File: src/rtl/reg_snapshot_receiver.sv
// reg_snapshot_receiver: rebuilds the DEPTH x WIDTH register snapshot from the serial frame and commits it atomically at frame end.
// Optional SNAP_CHANGE_DETECT_EN adds a per-word changed_mask computed at each commit.
module reg_snapshot_receiver #(
  parameter int WIDTH = 8,
  parameter int DEPTH = 12
) (
  input  logic             clk,
  input  logic             rst,
  input  logic             serial_in,
  input  logic             start_in,
  input  logic [3:0]       rd_idx,
  output logic [WIDTH-1:0] rd_data,
  output logic             busy,
  output logic             frame_valid,
  output logic             have_frame,
  output logic             frame_err,
  output logic [7:0]       frame_count,
  output logic [7:0]       err_count,
  output logic [DEPTH-1:0] changed_mask
);
  localparam int N  = WIDTH * DEPTH;
  localparam int CW = $clog2(N);
  typedef enum logic {IDLE, SHIFT} state_t;
  state_t           r_state;
  logic [CW-1:0]    r_cnt;
  logic [N-1:0]     r_shift;
  logic [N-1:0]     r_shadow;
  logic [N-1:0]     w_next;
  logic             w_commit;
  logic [WIDTH-1:0] w_words [16];
  assign w_next   = {serial_in, r_shift[N-1:1]};
  assign w_commit = (r_state == SHIFT) && !start_in && (r_cnt == CW'(N - 1));
  always_ff @(posedge clk or posedge rst) begin
    if (rst) begin
      r_state     <= IDLE;
      r_cnt       <= '0;
      r_shift     <= '0;
      r_shadow    <= '0;
      busy        <= 1'b0;
      frame_valid <= 1'b0;
      have_frame  <= 1'b0;
      frame_err   <= 1'b0;
      frame_count <= '0;
      err_count   <= '0;
    end else begin
      frame_valid <= 1'b0;
      frame_err   <= 1'b0;
      if (r_state == IDLE) begin
        if (start_in) begin
          r_shift <= w_next;
          r_cnt   <= CW'(1);
          r_state <= SHIFT;
          busy    <= 1'b1;
        end
      end else begin
        r_shift <= w_next;
        if (start_in) begin
          r_cnt     <= CW'(1);
          frame_err <= 1'b1;
          err_count <= err_count + {7'd0, err_count != 8'hFF};
        end else if (w_commit) begin
          r_shadow    <= w_next;
          frame_valid <= 1'b1;
          have_frame  <= 1'b1;
          frame_count <= frame_count + 8'd1;
          r_cnt       <= '0;
          r_state     <= IDLE;
          busy        <= 1'b0;
        end else begin
          r_cnt <= r_cnt + CW'(1);
        end
      end
    end
  end
  // rd_idx spans 16 slots; those past DEPTH read as zero
  for (genvar g = 0; g < 16; g++) begin : g_rd
    if (g < DEPTH) begin : g_word
      assign w_words[g] = r_shadow[g*WIDTH +: WIDTH];
    end else begin : g_zero
      assign w_words[g] = '0;
    end
  end
  assign rd_data = w_words[rd_idx];
`ifdef SNAP_CHANGE_DETECT_EN
  logic [DEPTH-1:0] w_diff;
  always_comb begin
    w_diff = '0;
    for (int i = 0; i < DEPTH; i++) w_diff[i] = w_next[i*WIDTH +: WIDTH] != r_shadow[i*WIDTH +: WIDTH];
  end
  always_ff @(posedge clk or posedge rst) begin
    if (rst) changed_mask <= '0;
    else if (w_commit) changed_mask <= w_diff;
  end
`else
  assign changed_mask = '0;
`endif
endmodule

File: config.mk
export PLATFORM = sky130hd
export DESIGN_NAME = reg_snapshot_receiver
export DESIGN_NICKNAME = d
export VERILOG_FILES = /design/src/rtl/reg_snapshot_receiver.sv
export SDC_FILE = /design/constraint.sdc
export NUM_CORES = 1
export LEC_CHECK = 0
export ABC_AREA = 1
export BUFFER_PORTS_ARGS = -buffer_cell sky130_fd_sc_hd__buf_2
export CAP_MARGIN = 40
export CORE_MARGIN = 8
export CORE_UTILIZATION = 46
export DETAILED_ROUTE_END_ITERATION = 8
export PLACE_DENSITY = 0.64
export SYNTH_ARGS = -nofsm -noshare
export SYNTH_HDL_FRONTEND = slang
export SYNTH_SLANG_ARGS = --single-unit
File: constraint.sdc
create_clock -name clk -period 6.2 [get_ports clk]
set_input_delay 0.62 -clock clk [delete_from_list [all_inputs] [get_ports clk]]
set_output_delay 0.62 -clock clk [all_outputs]
set_load 0.01 [all_outputs]
==> impl_metrics.csv <==
group,metric,value,unit
status,status,"finished, final reports clean",
global_routing,globalRoute.totalOverflow,0,
global_routing,grt_pass1_wl,34.1,mm
run,max_cap_viol_count,0,
clocking,cts-root-buf,"clkbuf_16",
power_and_ir_drop,p_int,2480,uW
placement,io_buffers,35,
die,ios,48,
synth,synth_area_per_cell,8.84,um^2
synth,ys_seq_area_share,54.7,%
power_and_ir_drop,p_sw_share,23.9,%
power_and_ir_drop,power_leakage,0.00544,uW
worst_setup_path,path_max_fanout,49,
synth,synth-edff-count,0,
detailed_routing,num_vias,6897,
detailed_routing,drt_wl_total,19.8,mm
clocking,path_clk_slew,0.05,ns
synth,netlist_area,10000,um^2
die,die_y,164,um
worst_hold_path,hold_class,"in -> async",
worst_setup_path,crit_start,"rd_idx[0]",
worst_setup_path,arrival,2.79,ns
die,design.core.area,21600,um^2
clocking,cts_buffer_depth,3,
synth,synth.area.top_cells,"dfrtp_1 55%, nand2_1 13%, o21ai_2 7.5%, o21ai_0 6.1%, inv_1 5.8%",
layout,drive_above_1_share,15.2,%
worst_setup_path,worst-path-stages,10,
power_and_ir_drop,p_total,3270,uW
synth,synth.largest_area_cell,"dfrtp_1",
worst_setup_path,rrSetupSlack,3.95,ns
worst_setup_path,worstPathCellList,"buf_2 > inv_1 > buf_8 > nand2_1 > nand2_1 > nand2_1 > nand3_1 > nand3_1 > nand2_1 > buf_2",
power_and_ir_drop,ir_worst_vdd,0.157,mV
synth,yosys.area.top_type_share,54.7,%
timing,tightest_slew,1.00,ns
detailed_routing,wl_per_cell,13.7,um
layout,layout.nets,1154,
die,die_area,26800,um^2
timing,finClkSkew,0.0160,ns
placement,hpwl,12.8,mm
worst_setup_path,endpoint,"rd_data[6]",
worst_setup_path,cp-end-kind,"output pin",
worst_setup_path,crit_path_max_incr_delay,0.62,ns
worst_setup_path,crit_type,"in -> out",
timing,max_freq,293,MHz
clocking,cts_resized,0,
timing,finalCritPeriodShare,55.1,%
detailed_routing,drc_errors,0,
clocking,cts_sinks,219,
placement,gp_congestion,0.794,
worst_setup_path,worstReg2RegEnd,"r_shadow[35]$_DFFE_PP0P_",
worst_setup_path,cp_common_cell,"nand2_1",
clocking,clock_latency,0.53,ns
detailed_routing,drt_iter0_markers,558,
worst_setup_path,critical_path.top_delay_family,"buffers and inverters",
detailed_routing,viasPerCell,4.80,
detailed_routing,dr.pass1.iters,5,
timing,report.final.slew_viol_count,0,
global_routing,grt_antenna_before_repair,0,
global_routing,grt_util_all_layers,15.4,%
timing,max-slew-margin-rel,33.0,%
worst_setup_path,slowest_stage,"buf_2",
worst_setup_path,crit_path_start_kind,"input pin",
clocking,cts_setup_buffers,0,
timing,layout_min_cycle_time,3.41,ns
layout,diodes,0,
synth,synth.most_common_cell,"nand2_1",
layout,final-instance-count-excl-fill,1437,
power_and_ir_drop,power.share.combinational,6.7,%
worst_setup_path,r2r_cells,9,
clocking,cts_buffers,25,
die,start_util,46.4,%
synth,syn_inst,1134,
synth,ys_types,32,
global_routing,grt_pass1_vias,6891,
synth,async_flop_share,100,%
power_and_ir_drop,power.density,296,nW/um^2
clocking,h-tree-depth,1,
power_and_ir_drop,switchingPower,782,uW
timing,finalHoldViolCount,0,
synth,ys_ff_latch,219,
clocking,cts_tree,"yes",
worst_setup_path,cp_data_required_time,5.58,ns
power_and_ir_drop,pwr-share-seq,47.7,%
synth,yosysWarningCount,0,
layout,area_delta_synth_final,9.93,%
detailed_routing,ant_nets,0,
timing,setup_tns,0,ns
synth,yosys-top-cells-count,"341 x nand2_1, 219 x dfrtp_1, 156 x inv_1, 122 x o21ai_0, 86 x o21ai_2",
global_routing,grt_max_degree,190,
clocking,cts-hold-fix-buffers,0,
worst_setup_path,regToRegStartpoint,"r_cnt[0]$_DFFE_PP0P_",
worst_setup_path,crit_buf_inv,4,
synth,ys.flop_type,"dfrtp_1",
timing,finalSetupViolations,0,
die,num_rows,54,
placement,dp_cells,1395,
timing,rsz0062_at_grt,"no",
power_and_ir_drop,p_clk_share,45.6,%
die,die_w,164,um
[worst min-delay path by stage]
stage,startpoint,end,cells past startpoint
after floorplan,r_shift[1]$_DFFE_PP0P_,r_shadow[0]$_DFFE_PP0P_,2
after global placement,have_frame$_DFFE_PP0P_,have_frame$_DFFE_PP0P_,1
after detailed placement,have_frame$_DFFE_PP0P_,have_frame$_DFFE_PP0P_,1
after CTS,rst,frame_count[6]$_DFFE_PP0P_,2
after global routing,rst,err_count[3]$_DFFE_PP0P_,2
final,rst,err_count[3]$_DFFE_PP0P_,2
[state kept, by name (all words and copies together), names as in the netlist]
| name | count |
|---|---|
| frame_err | 1 |
| frame_valid | 1 |
| r_cnt | 7 |
| frame_count | 8 |
| r_shift | 95 |
| err_count | 8 |
| r_shadow | 96 |
| busy | 1 |
| r_state | 1 |
| have_frame | 1 |
[kinds of logic (layout without fill, tap and decap cells)]
logic type               count (synthesis)  count (layout)  share of synthesized area (%)
XOR/XNOR                                14              14                           1.22
other                                    1              12                         0.0374
AND/OR/NAND/NOR                        443             443                           17.9
adder cells (fa/ha/maj)                  4               4                          0.499
AO/OA/AOI/OAI                          222             222                           14.3
buffers and inverters                  231             243                           11.3
flip-flops                             219             219                           54.7
[metrics by stage]
stage | util (%) | cell area (um^2) | setup slack [ns] | hold slack [ns]
finish | 51.0 | 11000 | 2.79 | 0.201
floorplan | - | 10100 | 2.73 | 0.442
global route | 51.0 | 11000 | 2.52 | 0.260
CTS | 51.0 | 11000 | 2.80 | 0.220
detailed placement | 47.1 | 10200 | 2.82 | 0.456
global placement | 46.8 | 10100 | 2.72 | 0.451
[power by group through the flow]
| stage | logic [uW] | registers, uW | clock network, uW |
|---|---|---|---|
| 2_1_floorplan | 156 | 1580 | 0 |
| 3_3_place_gp | 220 | 1580 | 0 |
| 3_5_place_dp | 224 | 1580 | 0 |
| 4_1_cts | 226 | 1560 | 1530 |
| 5_1_grt | 255 | 1570 | 1580 |
| 6_report | 220 | 1560 | 1490 |
[final cells by class]
class                      instances  area [um^2]
fill                            2030        10600
tap                              280          350
clock inverter                    10          145
clock buffer                      32          692
sequential                       219         5480
multi-input combinational        695         3470
timing repair buffer              42          288
inverter                         159          602
[layout by cell type (no fill, tap or decap), drive strengths merged, types with 3 or more instances in the layout]
cell type  synthesis  layout
nand3b             3       3
ha                 4       4
nand3             55      55
xor2               8       8
clkinvlp           0       3
clkinv             2       6
conb               1      12
clkbuf            12      32
o21ai            219     219
buf               60      42
inv              157     157
bufinv             0       3
nand2            343     343
nor2              39      39
dfrtp            219     219
xnor2              6       6
[routing by layer]
metal | routed length [um] | up-vias | track usage (%)
met5 | 0 | - | 0
met4 | 542 | 0 | 4.63
met3 | 938 | 43 | 2.90
met2 | 8620 | 144 | 23.2
met1 | 9660 | 3198 | 22.1
li1 | - | 3512 | -
(Power assumes the default switching activity.)
